File: config.mk
export PLATFORM = sky130hd
export DESIGN_NAME = ahb_resp_mux
export DESIGN_NICKNAME = d
export VERILOG_FILES = /design/src/rtl/ahb_pkg.sv /design/src/rtl/ahb_default_slave.sv /design/src/rtl/ahb_resp_mux.sv
export SDC_FILE = /design/constraint.sdc
export NUM_CORES = 1
export LEC_CHECK = 0
export CAP_MARGIN = 5
export CORE_AREA = 2 2 131 133
export CTS_CLUSTER_SIZE = 12
export DETAILED_ROUTE_END_ITERATION = 12
export DIE_AREA = 0 0 133 135
export GPL_ROUTABILITY_DRIVEN = 0
export MAX_ROUTING_LAYER = met4
export SLEW_MARGIN = 20
export SYNTH_ARGS = -nofsm -noshare
export SYNTH_HDL_FRONTEND = slang
export SYNTH_SLANG_ARGS = --single-unit
export TNS_END_PERCENT = 100
File: constraint.sdc
create_clock -name HCLK -period 2.4 [get_ports HCLK]
set_input_delay 0.48 -clock HCLK [delete_from_list [all_inputs] [get_ports HCLK]]
set_output_delay 0.48 -clock HCLK [all_outputs]
set_load 0.02 [all_outputs]
File: src/rtl/ahb_pkg.sv
// Shared AHB encodings, default-slave state type and slave index constants
// for the data-phase response path.
package ahb_pkg;

    localparam int AHB_DATA_BITS = 32;

    localparam logic [1:0] HTRANS_IDLE   = 2'b00;
    localparam logic [1:0] HTRANS_BUSY   = 2'b01;
    localparam logic [1:0] HTRANS_NONSEQ = 2'b10;
    localparam logic [1:0] HTRANS_SEQ    = 2'b11;

    localparam logic [1:0] HRESP_OKAY  = 2'b00;
    localparam logic [1:0] HRESP_ERROR = 2'b01;
    localparam logic [1:0] HRESP_RETRY = 2'b10;
    localparam logic [1:0] HRESP_SPLIT = 2'b11;

    // Bit positions in the one-hot select vector; bit 0 is the built-in default slave.
    localparam int SLV_DEFAULT = 0;
    localparam int SLV_1       = 1;
    localparam int SLV_2       = 2;
    localparam int SLV_3       = 3;
    localparam int SLV_4       = 4;
    localparam int SLV_5       = 5;
    localparam int SLV_6       = 6;
    localparam int SLV_7       = 7;

    typedef enum logic [1:0] {
        D_IDLE = 2'd0,
        D_ERR1 = 2'd1,
        D_ERR2 = 2'd2
    } dflt_state_t;

    function automatic logic trans_active(input logic [1:0] htrans);
        return (htrans == HTRANS_NONSEQ) || (htrans == HTRANS_SEQ);
    endfunction

endpackage

File: src/rtl/ahb_default_slave.sv
// Built-in default slave: two-cycle ERROR for active transfers to unmapped
// space, plus a saturating count of those errors.
module ahb_default_slave
    import ahb_pkg::*;
#(
    parameter int ERRCNT_W = 8
) (
    input  logic                HCLK,
    input  logic                HRESET,
    input  logic                sel_default,
    input  logic [1:0]          HTRANS,
    input  logic                HREADY,
    output logic                dflt_hready,
    output logic [1:0]          dflt_hresp,
    output logic [ERRCNT_W-1:0] err_cnt
);

    dflt_state_t         state_q;
    dflt_state_t         state_d;
    logic                start_err;
    logic [ERRCNT_W-1:0] cnt_q;

    // An address phase is only accepted when the global HREADY is high.
    assign start_err = HREADY && sel_default && trans_active(HTRANS);

    always_comb begin
        state_d     = state_q;
        dflt_hready = 1'b1;
        dflt_hresp  = HRESP_OKAY;
        case (state_q)
            D_IDLE: begin
                if (start_err) state_d = D_ERR1;
            end
            D_ERR1: begin
                dflt_hready = 1'b0;
                dflt_hresp  = HRESP_ERROR;
                state_d     = D_ERR2;
            end
            D_ERR2: begin
                dflt_hready = 1'b1;
                dflt_hresp  = HRESP_ERROR;
                state_d     = start_err ? D_ERR1 : D_IDLE;
            end
            default: begin
                state_d = D_IDLE;
            end
        endcase
    end

    always_ff @(posedge HCLK) begin
        if (HRESET) begin
            state_q <= D_IDLE;
            cnt_q   <= '0;
        end else begin
            state_q <= state_d;
            // D_ERR1 always exits to D_ERR2, so next==D_ERR1 marks a fresh entry.
            if ((state_d == D_ERR1) && (cnt_q != '1)) begin
                cnt_q <= cnt_q + ERRCNT_W'(1);
            end
        end
    end

    assign err_cnt = cnt_q;

endmodule

File: src/rtl/ahb_resp_mux.sv
// Data-phase response stage: registers the decoder select at each accepted
// address phase and steers the selected slave's response back to the master.
module ahb_resp_mux
    import ahb_pkg::*;
#(
    parameter int NUM_SLV  = 8,
    parameter int DATA_W   = AHB_DATA_BITS,
    parameter int ERRCNT_W = 8
) (
    input  logic                        HCLK,
    input  logic                        HRESET,
    input  logic [NUM_SLV-1:0]          HSEL,
    input  logic [1:0]                  HTRANS,
    input  logic [NUM_SLV*DATA_W-1:0]   HRDATA_S,
    input  logic [NUM_SLV-1:0]          HREADY_S,
    input  logic [NUM_SLV*2-1:0]        HRESP_S,
    output logic [DATA_W-1:0]           HRDATA,
    output logic                        HREADY,
    output logic [1:0]                  HRESP,
    output logic [ERRCNT_W-1:0]         err_cnt
);

    localparam logic [NUM_SLV-1:0] DSEL_DFLT = NUM_SLV'(1) << SLV_DEFAULT;

    // Handshake: an address phase (HSEL/HTRANS) is accepted on any rising
    // edge where HREADY is 1; while HREADY is 0 the current data phase is
    // stretched and the pending address phase is neither sampled nor lost.
    logic [NUM_SLV-1:0] dsel_q;
    logic [NUM_SLV-1:0] hsel_capture;
    logic               hsel_onehot;
    logic               sel_default;
    logic               dflt_hready;
    logic [1:0]         dflt_hresp;
    logic [DATA_W-1:0]  rdata_mux;
    logic               ready_mux;
    logic [1:0]         resp_mux;

    assign hsel_onehot  = (HSEL != '0) && ((HSEL & (HSEL - NUM_SLV'(1))) == '0);
    assign hsel_capture = hsel_onehot ? HSEL : DSEL_DFLT;
    assign sel_default  = hsel_capture[SLV_DEFAULT];

    always_ff @(posedge HCLK) begin
        if (HRESET) begin
            dsel_q <= DSEL_DFLT;
        end else if (HREADY) begin
            dsel_q <= hsel_capture;
        end
    end

    ahb_default_slave #(
        .ERRCNT_W (ERRCNT_W)
    ) u_default_slave (
        .HCLK        (HCLK),
        .HRESET      (HRESET),
        .sel_default (sel_default),
        .HTRANS      (HTRANS),
        .HREADY      (HREADY),
        .dflt_hready (dflt_hready),
        .dflt_hresp  (dflt_hresp),
        .err_cnt     (err_cnt)
    );

    // dsel_q is one-hot by construction, so an AND-OR mux is sufficient.
    always_comb begin
        rdata_mux = '0;
        ready_mux = 1'b0;
        resp_mux  = '0;
        for (int k = 0; k < NUM_SLV; k++) begin
            if (dsel_q[k]) begin
                rdata_mux = rdata_mux | HRDATA_S[k*DATA_W +: DATA_W];
                ready_mux = ready_mux | HREADY_S[k];
                resp_mux  = resp_mux | HRESP_S[k*2 +: 2];
            end
        end
    end

    always_comb begin
        HRDATA = rdata_mux;
        HREADY = ready_mux;
        HRESP  = resp_mux;
        if (dsel_q[SLV_DEFAULT]) begin
            HRDATA = '0;
            HREADY = dflt_hready;
            HRESP  = dflt_hresp;
        end
    end

endmodule

==> results.md <==
- Status: finished clean
- Maximum clock rate: 0.417 GHz
- Area grow syn2layout: 166%
- Cells after Synth: 279
- Max_slew headroom: 54.6%
- Post-synth EDFFs: 0
- Num rows: 47
- Grt ovf: 0
- Final Max Tran Viols: 0
- Most used flip-flop cell after synthesis: dfxtp_1
- Hold path cells: 2
- Comb power frac: 57.0%
- I/O Buffers: 298
- Global-route track usage on met1: 20.5%
- Final HPWL DP: 13.0 mm
- Gr usage total: 17.2%
- First-pass GRT wire length: 23.5 mm
- N_diodes: 0
- Sw Ratio: 31.0%
- Seq pwr share: 21.6%
- CP startpoint kind: input pin
- Slew at the pin closest to its max-slew limit: 0.673 ns
- Hold path start: u_default_slave.err_cnt[5]
- Core region area: 0.0164 mm²
- Buf/Inv on CP: 3
- Largest net degree at the start of global routing: 23
- Peak VDD IR: 0.247 mV
- Cell taking the most area after synthesis: a22oi_1
- CP peak stage delay: 0.56 ns
- Initial Util: 13.3%
- Tcrit/Tclk final: 99.9%
- Number of buffers created by CTS: 3
- Pleak: 2.23 nW
- Share of synthesized registers carrying an async set or reset: 0%
- Max-Cap Viols: 0
- Hold Fails Final Rpt: 0
- Final wirelength: 16.9 mm
- P_int: 1.16 mW
- Tmin final: 2.40 ns
- Vias/cell: 5.03
- Hold Crit Class: register to register
- Clock transition at path regs: 0.05 ns
- Pre-antenna DRT Iters: 8
- Final Setup Violations: 0
- Worst-path cell chain: clkdlybuf4s50_1 > a222oi_1 > buf_4 > a31oi_4 > buf_6
- Max Fanout on Critical Path: 1
- FF-to-FF path depth: 8
- Die width: 133 µm
- Critical Path AT: 1.92 ns
- Fin cells: 799
- Proportion of netlist area held by the largest area contributor: 26.8%
- CP endpoint kind: output pin
- Multi-input gate area in the final layout: 0.00176 mm²
- Synthesized area: 0.00219 mm²
- CP delay by family, top: buffers and inverters
- Worst hold endpoint: u_default_slave.err_cnt[5]
- Setup tns final: 0 ns
- Remaining antenna violation count: 0
- DRT iter0 DRCs: 462
- Dpl ws: -0.511 ns
- IO Pins: 335
- Clock power share: 21.3%
- Distinct cells, synth: 42
- M2 GR Usage: 30.2%
- Clk root buf: clkbuf_16
- Synth warn: 0
- DRC viols: 0
- Vias in the first global route: 4083
- Crit path setup slack, layout: 0.00247 ns
- Reg2reg setup slack: 0.09 ns
- Worst setup path category: input pin to output pin
- Worst EP required: 1.92 ns
- Reg2reg start: dsel_q[6]
- Placed Cells: 792
- CP max stage cell: a222oi_1
- Worst-skew pair later-pin latency: 0.24 ns
- R2r endpoint: u_default_slave.err_cnt[5]
- Psw: 0.522 mW
- H-tree Lvls: 1
- Clk sinks: 18
- Fin Hold WS: 0.504 ns
- Max Clock Skew: 0.00136 ns
- Clk buf depth: 2
- FILL cells: 1621
- Nets: 878
- Area contributors post-synth: a22oi_1 (27%), dfxtp_1 (16%), a222oi_1 (16%), a31oi_1 (9.4%), clkbuf_1 (4.3%)
- Die span in y: 135 µm
- Initial antenna violation count: 0
- DR vias: 4017
- Syn avg cell area: 7.83 µm²
- CTS tree: yes
- Flip-flop and latch area: 369 µm²
- Power per cell area: 289 mW/mm²
- GR peak layer: met2
- Register area share after synthesis: 16.5%
- Fraction of layout cells with a size suffix above 1: 11.2%
- Met3 usage: 3.00%
- Syn_nets: 577
- Die footprint: 0.0180 mm²
- Wire per inst: 21.1 µm
- RSZ-0062 raised after global routing: yes
- FF+latch count, synth: 18
routing by layer:
metal | up-vias | share of wire [%] | routed length [µm]
li1 | 1823 | - | -
met1 | 1893 | 39 | 6610
met2 | 277 | 50 | 8440
met3 | 24 | 9.1 | 1530
met4 | 0 | 1.7 | 291
met5 | - | 0 | 0
how the worst max path moves through the flow:
stage                     cells past startpoint          start                    endpoint  slack [ns]
final                                         5  HRDATA_S[255]                  HRDATA[31]       0.002
after global routing                          5  HRDATA_S[255]                  HRDATA[31]       -0.05
after CTS                                     5  HRDATA_S[223]                  HRDATA[31]       -0.21
after detailed placement                      5  HRDATA_S[223]                  HRDATA[31]       -0.51
after global placement                        5  HRDATA_S[223]                  HRDATA[31]       -0.51
after floorplan                               7        HSEL[1]  u_default_slave.err_cnt[5]        0.22
kinds of logic (layout without fill, tap and decap cells):
| kind of cell | Yosys count | after routing | synth area share, % |
|---|---|---|---|
| xor gates and xnor gates | 1 | 1 | 0.401 |
| adders and majority gates | 7 | 7 | 3.89 |
| and+or+nand+nor | 45 | 45 | 11.7 |
| DFF | 18 | 18 | 16.5 |
| buffers and inverters | 39 | 338 | 7.33 |
| muxes | 2 | 2 | 0.973 |
| AOI/OAI and AO/OA | 167 | 168 | 59.2 |
final cells by class:
type | instances | share of cell area (%)
multi-input cells | 223 | 30.1
clock buffers | 4 | 1.53
well taps | 220 | 4.73
inverters | 4 | 0.258
repair buffers | 330 | 57.0
flip-flops and latches | 18 | 6.34
cell usage after synthesis (2+ instances only):
cell type / n
a22oi_1: 78
a222oi_1: 34
a31oi_1: 33
clkbuf_1: 25
dfxtp_1: 18
nor2_1: 17
buf_2: 8
o21ai_0: 7
ha_1: 6
a21oi_1: 5
inv_1: 4
nand2_1: 3
nand3_1: 3
or3_1: 3
or4_1: 3
a211oi_1: 2
nand4_1: 2
nor2b_1: 2
o31ai_1: 2
or2b_2: 2
power by group through the flow:
stage / logic [mW] / registers, mW / clock network (mW)
final: 0.961 / 0.365 / 0.359
after global routing: 1.02 / 0.369 / 0.383
after CTS: 0.930 / 0.365 / 0.364
after detailed placement: 0.911 / 0.369 / 0
after global placement: 0.904 / 0.367 / 0
after floorplan: 0.288 / 0.373 / 0
worst register-to-register path, stage by stage (launching register included):
cell	delay (ns)
dfxtp_1	0.42
buf_12	0.19
a22oi_1	0.09
a41o_2	0.30
nor4b_4	0.32
o21a_4	0.21
o21ai_4	0.07
or4_1	0.49
a21oi_1	0.15
state kept, by name (all words and copies together), names as in the netlist:
signal / count
u_default_slave.err_cnt: 8
u_default_slave.state_q: 2
dsel_q: 8
stage by stage:
| step | area, µm² | power, mW | utilization [%] |
|---|---|---|---|
| 2_1_floorplan | 2190 | 0.661 | - |
| 3_3_place_gp | 5620 | 1.27 | 34.2 |
| 3_5_place_dp | 5620 | 1.28 | 34.2 |
| 4_1_cts | 5720 | 1.66 | 34.8 |
| 5_1_grt | 5820 | 1.77 | 35.5 |
| 6_report | 5820 | 1.69 | 35.5 |
repair_timing:
item	CTS	global route
endpoints found under the setup margin	33	23
cloned	1	0
hold buffers	0	0
endpoints found under the hold margin	0	0
buffers inserted	1	1
pin swaps	14	10
gates resized for setup	41	34
cells in the final DEF (no fill, tap or decap), types with 3 or more instances in the layout:
cell and instances:
clkdlybuf4s50_1 248, a22oi_1 78, a222oi_1 34, a31oi_1 32
dlygate4sd2_1 28, buf_4 25, dlymetal6s2s_1 19, nor2_1 17
dfxtp_1 11, o21ai_0 7, dfxtp_2 7, buf_12 7
ha_1 6, a21oi_1 4, inv_1 3, nand3_1 3
or3_1 3, nand2_1 3, or4_1 3, clkbuf_16 3
No activity file was read; power rests on OpenSTA's default activity.
